<file path="src/rtl/button_debounce_strobe_if.sv">
// Button debouncer signal bundle: raw button in, debounced level and edge strobes out.
interface button_debounce_strobe_if;
  logic btn_i;
  logic level_o;
  logic press_o;
  logic release_o;

  modport master (
    output btn_i,
    input  level_o,
    input  press_o,
    input  release_o
  );

  modport slave (
    input  btn_i,
    output level_o,
    output press_o,
    output release_o
  );
endinterface

</file>
<file path="src/rtl/button_debounce_strobe.sv">
// Push-button debouncer: two-flop synchronizer, four-state qualification FSM,
// registered debounced level with one-cycle press/release strobes.
module button_debounce_strobe #(
  parameter int unsigned DEBOUNCE_CYCLES = 1000,
  parameter int unsigned CNT_WIDTH       = 16
) (
  input  logic                    clk_i,
  input  logic                    rst_ni,
  button_debounce_strobe_if.slave bus
);

  localparam logic [1:0] ST_LOW  = 2'd0;
  localparam logic [1:0] ST_RISE = 2'd1;
  localparam logic [1:0] ST_HIGH = 2'd2;
  localparam logic [1:0] ST_FALL = 2'd3;

  localparam logic [CNT_WIDTH-1:0] CNT_LAST = CNT_WIDTH'(DEBOUNCE_CYCLES - 1);
  localparam logic [CNT_WIDTH-1:0] CNT_ONE  = CNT_WIDTH'(1);
  // A single stable sample is enough: skip the qualifying states entirely.
  localparam bit DIRECT = (DEBOUNCE_CYCLES == 1);

  logic                 sync1_q, sync1_d;
  logic                 sync2_q, sync2_d;
  logic [1:0]           state_q, state_d;
  logic [CNT_WIDTH-1:0] cnt_q, cnt_d;
  logic                 level_q, level_d;
  logic                 press_q, press_d;
  logic                 release_q, release_d;

  always_comb begin
    sync1_d = bus.btn_i;
    sync2_d = sync1_q;
    state_d = state_q;
    cnt_d   = '0;

    case (state_q)
      ST_LOW: begin
        if (sync2_q) begin
          if (DIRECT) begin
            state_d = ST_HIGH;
          end else begin
            state_d = ST_RISE;
            cnt_d   = CNT_ONE;
          end
        end
      end
      ST_RISE: begin
        if (!sync2_q) begin
          state_d = ST_LOW;
        end else if (cnt_q == CNT_LAST) begin
          state_d = ST_HIGH;
        end else begin
          cnt_d = cnt_q + CNT_ONE;
        end
      end
      ST_HIGH: begin
        if (!sync2_q) begin
          if (DIRECT) begin
            state_d = ST_LOW;
          end else begin
            state_d = ST_FALL;
            cnt_d   = CNT_ONE;
          end
        end
      end
      ST_FALL: begin
        if (sync2_q) begin
          state_d = ST_HIGH;
        end else if (cnt_q == CNT_LAST) begin
          state_d = ST_LOW;
        end else begin
          cnt_d = cnt_q + CNT_ONE;
        end
      end
      default: state_d = ST_LOW;
    endcase

    // Strobes are derived from the next level so they line up with level_o's change.
    level_d   = (state_d == ST_HIGH) || (state_d == ST_FALL);
    press_d   = level_d & ~level_q;
    release_d = ~level_d & level_q;
  end

  always_ff @(posedge clk_i or negedge rst_ni) begin
    if (!rst_ni) begin
      sync1_q   <= 1'b0;
      sync2_q   <= 1'b0;
      state_q   <= ST_LOW;
      cnt_q     <= '0;
      level_q   <= 1'b0;
      press_q   <= 1'b0;
      release_q <= 1'b0;
    end else begin
      sync1_q   <= sync1_d;
      sync2_q   <= sync2_d;
      state_q   <= state_d;
      cnt_q     <= cnt_d;
      level_q   <= level_d;
      press_q   <= press_d;
      release_q <= release_d;
    end
  end

  assign bus.level_o   = level_q;
  assign bus.press_o   = press_q;
  assign bus.release_o = release_q;

endmodule

</file>
<file path="src/flat_wrapper.sv">
// flat-port wrapper written by rule: the top's interface ports become plain ports
module button_debounce_strobe_flat 
#(
  parameter int unsigned DEBOUNCE_CYCLES = 1000,
  parameter int unsigned CNT_WIDTH       = 16
)
  (clk_i, rst_ni, bus_btn_i, bus_level_o, bus_press_o, bus_release_o);
  button_debounce_strobe_if bus_i ();
  input  logic clk_i;
  input  logic rst_ni;
  input wire logic [$bits(bus_i.btn_i)-1:0] bus_btn_i;
  output wire logic [$bits(bus_i.level_o)-1:0] bus_level_o;
  output wire logic [$bits(bus_i.press_o)-1:0] bus_press_o;
  output wire logic [$bits(bus_i.release_o)-1:0] bus_release_o;
  assign bus_i.btn_i = bus_btn_i;
  assign bus_level_o = bus_i.level_o;
  assign bus_press_o = bus_i.press_o;
  assign bus_release_o = bus_i.release_o;
  button_debounce_strobe #(.DEBOUNCE_CYCLES(DEBOUNCE_CYCLES), .CNT_WIDTH(CNT_WIDTH)) u_core (.clk_i(clk_i), .rst_ni(rst_ni), .bus(bus_i));
endmodule
</file>
<file path="config.mk">
export PLATFORM = sky130hd
export DESIGN_NAME = button_debounce_strobe_flat
export DESIGN_NICKNAME = d
export VERILOG_FILES = /design/src/rtl/button_debounce_strobe_if.sv /design/src/rtl/button_debounce_strobe.sv /design/src/flat_wrapper.sv
export SDC_FILE = /design/constraint.sdc
export NUM_CORES = 1
export LEC_CHECK = 0
export CAP_MARGIN = 25
export CORE_MARGIN = 3
export CORE_UTILIZATION = 56
export DETAILED_ROUTE_END_ITERATION = 6
export PLACE_DENSITY_LB_ADDON = 0.05
export SYNTH_ARGS = -nofsm -noshare
export SYNTH_HDL_FRONTEND = slang
export SYNTH_SLANG_ARGS = --single-unit
</file>
<file path="constraint.sdc">
create_clock -name clk_i -period 2.65 [get_ports clk_i]
set_clock_uncertainty 0.2 [all_clocks]
set_input_delay 0.53 -clock clk_i [delete_from_list [all_inputs] [get_ports clk_i]]
set_output_delay 0.53 -clock clk_i [all_outputs]
set_load 0.02 [all_outputs]
</file>
; After elaboration in Yosys (flattened, before gate mapping)
; Cells that the tools add are included.
; W data, S select, Z words.
[word_totals]
regBits = 23
inputBits = 3
output_inout_bits = 3
elab_cells = 33
[op_classes]
add_sub_neg = 1
n_eq_ne = 6
mux = 13
n_bitwise = 4
reduce_logical = 2
[op_table]
columns = op, n
row1 = $pmux W16 S4, 1
row2 = $mux W16, 3
row3 = $add A16 B1 Y16 const B, 1
row4 = $eq A16 B10 Y1 const B, 1
row5 = $mux W2, 6
row6 = $eq A2 B2 Y1 const B, 4
row7 = $pmux W2 S4, 1
row8 = $and A1 B1 Y1, 2
row9 = $eq A2 B1 Y1 const B, 1
row10 = $logic_not A2 Y1, 1
row11 = $mux W1, 2
row12 = $not A1 Y1, 2
row13 = $logic_or A1 B1 Y1, 1

; Longest topological paths before layout
; Gate-level depths: netlist of run 1.
[depth]
word_depth = 8
ltp_mapped = 7
ltp_nobuf = 5

; Worst setup path after synthesis of run 1
; Ideal clock, no wire load.
[synth_timing]
kind = flip-flop to flip-flop
from = register u_core.cnt_q[0]
to = register u_core.release_q (netlist: u_core.bus.release_o)
setup_ps = 66
t_arrival_ps = 1779
t_required_ps = 2384
path_slack_ps = 605
path_stages_with_launch = 6
synth_period_minus_slack_ps = 2045
cell_sequence = dfrtp_1 -> ha_1 -> or4bb_1 -> nor4_2 -> mux2i_1 -> and2_1
[synth_between]
elab_chain_len = 8
elab_cells_between_ends = 11
classes_between = eq/ne (3) / mux (5) / bitwise (2) / reduce/logical (1)
[synth_lines]
columns = element, line
row1 = "start, declared", button_debounce_strobe.sv:25  ; logic [CNT_WIDTH-1:0] cnt_q, cnt_d;
row2 = "start signal, assigned", button_debounce_strobe.sv:97  ; cnt_q <= cnt_d;
row3 = $eq A16 B10 Y1 (*), "button_debounce_strobe.sv:50, button_debounce_strobe.sv:69"
row4 = "$mux W2, on equally long branches", "button_debounce_strobe.sv:69, button_debounce_strobe.sv:50"
row5 = "$mux W2, on equally long branches", "button_debounce_strobe.sv:67, button_debounce_strobe.sv:48"
row6 = $pmux W2 S4 (*), button_debounce_strobe.sv:36  ; case (state_q)
row7 = $eq A2 B2 Y1, button_debounce_strobe.sv:79  ; level_d = (state_d == ST_HIGH) || (state_d == ST_FALL);
row8 = $logic_or A1 B1 Y1 (*), button_debounce_strobe.sv:79
row9 = $not A1 Y1 (*), button_debounce_strobe.sv:81  ; release_d = ~level_d & level_q;
row10 = $and A1 B1 Y1 (*), button_debounce_strobe.sv:81
row11 = named net u_core.release_d, button_debounce_strobe.sv:28  ; logic release_q, release_d;
row12 = "end signal, assigned", button_debounce_strobe.sv:100  ; release_q <= release_d;
row13 = "end, declared", button_debounce_strobe.sv:28
; The timed path passes the listed nets; every way through them passes the cells marked *.

; Worst setup path in the final report of run 1
[layout_timing]
from = register u_core.cnt_q[0]
to = register u_core.cnt_q[14]
[layout_between]
elab_chain_len = 4
elab_cells_between_ends = 6
classes_between = add/sub (1) / eq/ne (1) / mux (4)
[layout_lines]
columns = element, line
row1 = $add A16 B1 Y16 or $eq A16 B10 Y1 (tied branches), -
row2 = $mux W16 (*), "button_debounce_strobe.sv:50, button_debounce_strobe.sv:69"
row3 = "$mux W16, on equally long branches", "button_debounce_strobe.sv:67, button_debounce_strobe.sv:48"
row4 = $pmux W16 S4 (*), button_debounce_strobe.sv:36
row5 = named net u_core.cnt_d[14], button_debounce_strobe.sv:25
; Marks and branches as above.

==> impl_metrics.toml, run 1 <==
[clock_network]
path_clk_slew_ns = 0.12
cts_sinks = 23
post_cts_buffers = 0
clk_path_buf_depth = 2
cts_tree = "built"
holdBufCountCts = 0
cts_resized = 0
numCtsBuffers = 3
clockRootBuffer = "clkbuf_4"
clk-insertion-delay-late_ns = 0.30
cts_max_level = 1

[sta]
drv_slew = 0
setup-tns-final_ns = 0
finalSetupViolCount = 0
fin_crit_sh = 0.8381
max_freq_mhz = 450.3
finalHoldViolations = 0
fin_crit_ns = 2.221
relSlewSlack = 0.6834
worst_slew_pin_slew_ns = 0.4749
rsz0062_at_grt = "no"

[cells_and_area]
post-route-util = 0.6609
finalInstanceArea_mm2 = 0.001154
antenna_cells = 0
layout_common_cells = "23 x dfrtp_1, 19 x nor2_1, 11 x xnor2_1, 6 x nand2_1, 6 x inv_1"
final_common_cell = "dfrtp_1"
n_fill_cell = 142
area_growth_pct = 9.113
drive_gt1_frac = 0.08257
nNetsFinal = 114

[logic_synthesis]
synth_seq_area_share = 0.5444
syn_area_mm2 = 0.001057
ys_seq_elements = 23
syn-num-nets = 105
avgSynthCellArea_um2 = 10.47
synth_cell_types = 23
synthCells = 101
yosysWarnings = 0

[global_route]
grt_pass1_vias = 745
grt_start_max_net_pins = 24
grt_pass1_wl_mm = 3.249
gr-total-overflow = 0
antenna_found_initial = 0
grtUsageTotal = 0.1773

[die]
row_count = 15
fp.dieArea_mm2 = 0.002445
pin_count = 6
initial_core_util = 0.6057
core_mm2 = 0.001745
die_h_um = 49.45
die_x_um = 49.45

[drt]
first_iter_violations = 7
drtPass1Iterations = 2
via_count = 706
via_per_inst = 5.269
detail-route-antenna-nets = 0
wl_per_cell_um = 12.84
drt-total-wl_mm = 1.720
drc = 0

[place]
place_congestion = 0.7914
hpwl_mm = 1.290
io_buffers = 5
dpl_cell_area_mm2 = 0.001127

[power]
p_sw_frac = 0.2097
power.density_mw_per_mm2 = 461.8
power.total_mw = 0.5327
switching_power_mw = 0.1117
seq_power_share = 0.672
ir_drop_v = 0.0004513
leakage_nw = 0.4614
p_clk_frac = 0.290
p_int_mw = 0.4210
combPwrFrac = 0.038

[setup_path]
cpPeakStageDelay_ns = 0.55
crit_path_cell_trace = "ha_1 -> or4bb_1 -> nor4_2 -> or2_1 -> nor2_1"
worst_setup_path_start_kind = "flop"
startpoint = "u_core.cnt_q[0]$_DFF_PN0_"
worstPathMaxFanout = 14
reg2reg_slack_ns = 0.43
cpMaxStageDelayCell = "or4bb_1"
arrival_ns = 2.20
worstSetupEndpointType = "flop"
cp.required_ns = 2.63
reg2reg_from = "u_core.cnt_q[0]$_DFF_PN0_"
setup.worst_path.class = "reg -> reg"

[status]
status = "complete, no violations"

[run]
max_cap_viol_count = 0

[worst_hold_path]
hp-start = "u_core.sync1_q$_DFF_PN0_"
hold_path_class = "reg -> reg"
==> power by group through the flow <==
stage | combinational [mW] | sequential (mW) | clock (mW)
after global routing | 0.0235 | 0.359 | 0.179
after floorplan | 0.0110 | 0.364 | 0
after global placement | 0.0205 | 0.365 | 0
final | 0.0201 | 0.358 | 0.154
after detailed placement | 0.0210 | 0.365 | 0
after CTS | 0.0211 | 0.358 | 0.161
==> cells by family (layout without fill, tap and decap cells) <==
family	after synthesis	count (layout)	share of synthesized area
fa+ha+maj	1	1	0.01183
buf+inv	8	16	0.03905
xor+xnor	14	14	0.1160
simple gates	52	52	0.2663
mux	1	1	0.009468
compound gates	2	2	0.01301
flops	23	23	0.5444
==> worst paths after layout <==
kind                                                    end  cells after the start
worst max-delay path             u_core.cnt_q[14]$_DFF_PN0_                      5
worst min-delay path               u_core.sync2_q$_DFF_PN0_                      0
worst max register to register   u_core.cnt_q[14]$_DFF_PN0_                      5
worst min register to register     u_core.sync2_q$_DFF_PN0_                      0
max in group asynchronous       u_core.state_q[1]$_DFF_PN0_                      2
min in group asynchronous         u_core.cnt_q[4]$_DFF_PN0_                      2
==> routing by layer <==
layer | global-route usage | share of wire
met1 | 0.2390 | 0.50
met5 | 0 | 0
met3 | 0.03625 | 0.019
met4 | 0.08295 | 0.0099
met2 | 0.2746 | 0.47
==> Yosys cell counts <==
cell type / instances / area, um2
a21oi_1: 1 / 5.000
a31o_2: 1 / 8.760
and2_1: 2 / 12.51
and3_1: 1 / 6.260
buf_4: 1 / 7.510
buf_6: 1 / 11.26
dfrtp_1: 23 / 575.6
ha_1: 1 / 12.51
inv_1: 6 / 22.52
mux2i_1: 1 / 10.01
nand2_1: 6 / 22.52
nand3_1: 5 / 25.02
nand4_1: 4 / 25.02
nor2_1: 19 / 71.32
nor3_1: 4 / 20.02
nor4_1: 4 / 25.02
nor4_2: 2 / 25.02
or2_1: 1 / 6.260
or3b_2: 1 / 8.760
or4_4: 1 / 11.26
or4bb_1: 2 / 22.52
xnor2_1: 11 / 96.34
xor2_1: 3 / 26.28
==> registers in the layout (all words and copies together), names as in the netlist <==
register / cells
u_core.sync2_q: 1
u_core.bus.level_o: 1
u_core.state_q: 2
u_core.sync1_q: 1
u_core.bus.release_o: 1
u_core.cnt_q: 16
u_core.bus.press_o: 1
==> layout make-up <==
type	instances	area, um2	share of cell area
inverters	6	22.52	0.01952
well taps	25	31.28	0.02711
multi-input cells	70	440.4	0.3818
repair buffers	6	57.56	0.04989
flip-flops and latches	23	575.6	0.4989
clock buffers	4	26.28	0.02278
==> metrics by stage <==
| stage | hold slack, ns | worst slack, ns | instances |
|---|---|---|---|
| 3_5_place_dp | 0.1471 | 0.4120 | 130 |
| 4_1_cts | 0.1734 | 0.4008 | 134 |
| 6_report | 0.1674 | 0.4291 | 134 |
| 5_1_grt | 0.1832 | 0.1773 | 134 |
| 2_1_floorplan | 0.03441 | 0.6051 | 101 |
| 3_3_place_gp | 0.1322 | 0.5131 | 130 |
==> worst max-delay path: cells and delay by family (launching register included) <==
kind | cells | cell delay (ns)
fa+ha+maj | 1 | 0.22
flops | 1 | 0.38
simple gates | 4 | 1.31
Power figures use the tool's default switching activity.
==> inputs of run 2 (changes only) <==
--- a/config.mk
+++ b/config.mk
@@ -7,7 +7,7 @@
 export LEC_CHECK = 0
 export CAP_MARGIN = 25
 export CORE_MARGIN = 3
-export CORE_UTILIZATION = 56
+export CORE_UTILIZATION = 51
 export DETAILED_ROUTE_END_ITERATION = 6
 export PLACE_DENSITY_LB_ADDON = 0.05
 export SYNTH_ARGS = -nofsm -noshare
==> constraint.sdc (replaced) <==
create_clock -name clk_i -period 2 [get_ports clk_i]
set_clock_uncertainty 0.2 [all_clocks]
set_input_delay 0.4 -clock clk_i [delete_from_list [all_inputs] [get_ports clk_i]]
set_output_delay 0.4 -clock clk_i [all_outputs]
set_load 0.02 [all_outputs]
==> run 2 against run 1 <==
Effect of this change:
- the flow now finishes with violations (setup timing)
- critical path depth shrank 1
- non-clock buffer count up 11
- die area increased by 8.6%
- register-to-register slack worse by 0.45 ns
- first-iteration DRC count rose by 100%
- largest power group unchanged
==> impl_metrics.toml, run 2 (synthesis results as in run 1) <==
[die]
pin_count = 6
row_count = 15
core_mm2 = 0.001839
fp.dieArea_mm2 = 0.002655
die_x_um = 51.53
initial_core_util = 0.5748
die_h_um = 51.53

[global_route]
antenna_found_initial = 0
grt_pass1_wl_mm = 3.470
grt_pass1_vias = 780
grt_start_max_net_pins = 24
gr-total-overflow = 0
grtUsageTotal = 0.1846

[drt]
via_count = 780
drc = 0
met1Wirelength_um = 867
first_iter_violations = 14
dr_wl_met3_um = 101
wl_per_cell_um = 13.21
detail-route-antenna-nets = 0
highest_layer = "met4"
route.met2.wl_um = 875
via_per_inst = 5.379
drtPass1Iterations = 6
drt-total-wl_mm = 1.915

[cells_and_area]
regArea_um2 = 575.6
multi_input_area_um2 = 459.2
nNetsFinal = 125
area_growth_pct = 20.24
antenna_cells = 0
layout_common_cells = "23 x dfrtp_1, 19 x nor2_1, 11 x xnor2_1, 11 x buf_4"
n_fill_cell = 148
drive_gt1_frac = 0.2000
top_regs = "u_core.cnt_q: 16 flops, u_core.state_q: 2 flops"
largest_reg_flops = 16
top_register = "u_core.cnt_q"
final_common_cell = "dfrtp_1"

[clock_network]
clk-insertion-delay-late_ns = 0.32
cts_tree = "built"
clockRootBuffer = "clkbuf_4"
clk_path_buf_depth = 2
holdBufCountCts = 0
cts_max_level = 1
path_clk_slew_ns = 0.13
cts_sinks = 23
numCtsBuffers = 3

[setup_path]
worstPathMaxFanout = 4
cp.required_ns = 2.07
crit_path_cell_trace = "or4_4 -> nor4_4 -> mux2i_2 -> and2_1"
worst_setup_path_start_kind = "flop"
worstSetupEndpointType = "flop"
cpMaxStageDelayCell = "or4_4"
arrival_ns = 2.09
setup.worst_path.class = "reg -> reg"
cpPeakStageDelay_ns = 0.57

[place]
hpwl_mm = 1.373
io_buffers = 5
place_congestion = 0.8131

[sta]
fin_crit_sh = 1.010
finalHoldViolations = 0
setup_ws_ns = -0.01909
fin_crit_ns = 2.019
max_freq_mhz = 495.3
relSlewSlack = 0.7531
drv_slew = 0
rsz0062_at_grt = "yes"
finalSetupViolCount = 1
whs_ns = 0.1677
worst_slew_pin_slew_ns = 0.3670

[status]
status = "finished with violations"
violations = "setup timing"

[worst_hold_path]
hold_path_class = "reg -> reg"

[power]
power.density_mw_per_mm2 = 577.9
power.total_mw = 0.7347
leakage_nw = 0.5213
ir_drop_v = 0.0005023

[run]
max_cap_viol_count = 0
[run 2: worst paths after layout]
path | start | endpoint | slack [ns] | cells after the start
max | u_core.cnt_q[13]$_DFF_PN0_ | u_core.bus.release_o$_DFF_PN0_ | -0.02 | 4
min | u_core.sync1_q$_DFF_PN0_ | u_core.sync2_q$_DFF_PN0_ | 0.17 | 0
max reg2reg | u_core.cnt_q[13]$_DFF_PN0_ | u_core.bus.release_o$_DFF_PN0_ | -0.02 | 4
min reg2reg | u_core.sync1_q$_DFF_PN0_ | u_core.sync2_q$_DFF_PN0_ | 0.17 | 0
max in group asynchronous | rst_ni | u_core.cnt_q[6]$_DFF_PN0_ | 1.17 | 2
min in group asynchronous | rst_ni | u_core.state_q[1]$_DFF_PN0_ | 0.21 | 2
[run 2: cell type report]
cell class / instances / area share
multi-input combinational: 70 / 0.3612
sequential: 23 / 0.4528
inverter: 6 / 0.01772
clock buffer: 3 / 0.01772
tap: 25 / 0.02461
clock inverter: 1 / 0.005906
timing repair buffer: 17 / 0.1201
[run 2: metal layers]
layer,vias to the layer above,global-route usage
li1,376,-
met1,377,0.2197
met2,18,0.2881
met3,9,0.06590
met4,0,0.1048
met5,-,0
[run 2: repair_timing]
item                                    4_1_cts  5_1_grt
resized for setup                             1        0
endpoints found under the setup margin        4       18
pin swaps                                     1        1
setup buffers                                 1        0
[run 2: worst max-delay path, delay by kind of cell, from the launching register on]
| kind | cells | cell delay (ns) |
|---|---|---|
| muxes | 1 | 0.32 |
| and+or+nand+nor | 3 | 1.05 |
| DFF | 1 | 0.40 |
[run 2: through the flow]
step	util	cell area, um2	setup slack (ns)	TNS (ns)	cells
global route	0.6912	1271	-0.1208	-1.004	145
CTS	0.6912	1271	-0.02439	-0.02439	145
floorplan	-	1072	0.04231	0	101
global placement	0.6687	1230	0.01869	0	140
detailed placement	0.6687	1230	-0.03127	-0.03127	140
finish	0.6912	1271	-0.01909	-0.01909	145
[run 2: power by group]
| group | leakage, nW | switching [mW] | internal, mW |
|---|---|---|---|
| registers | 0.312 | 0.00416 | 0.471 |
| clock network | 0.0139 | 0.145 | 0.0766 |
| logic | 0.195 | 0.0205 | 0.0183 |
| total | 0.521 | 0.169 | 0.566 |
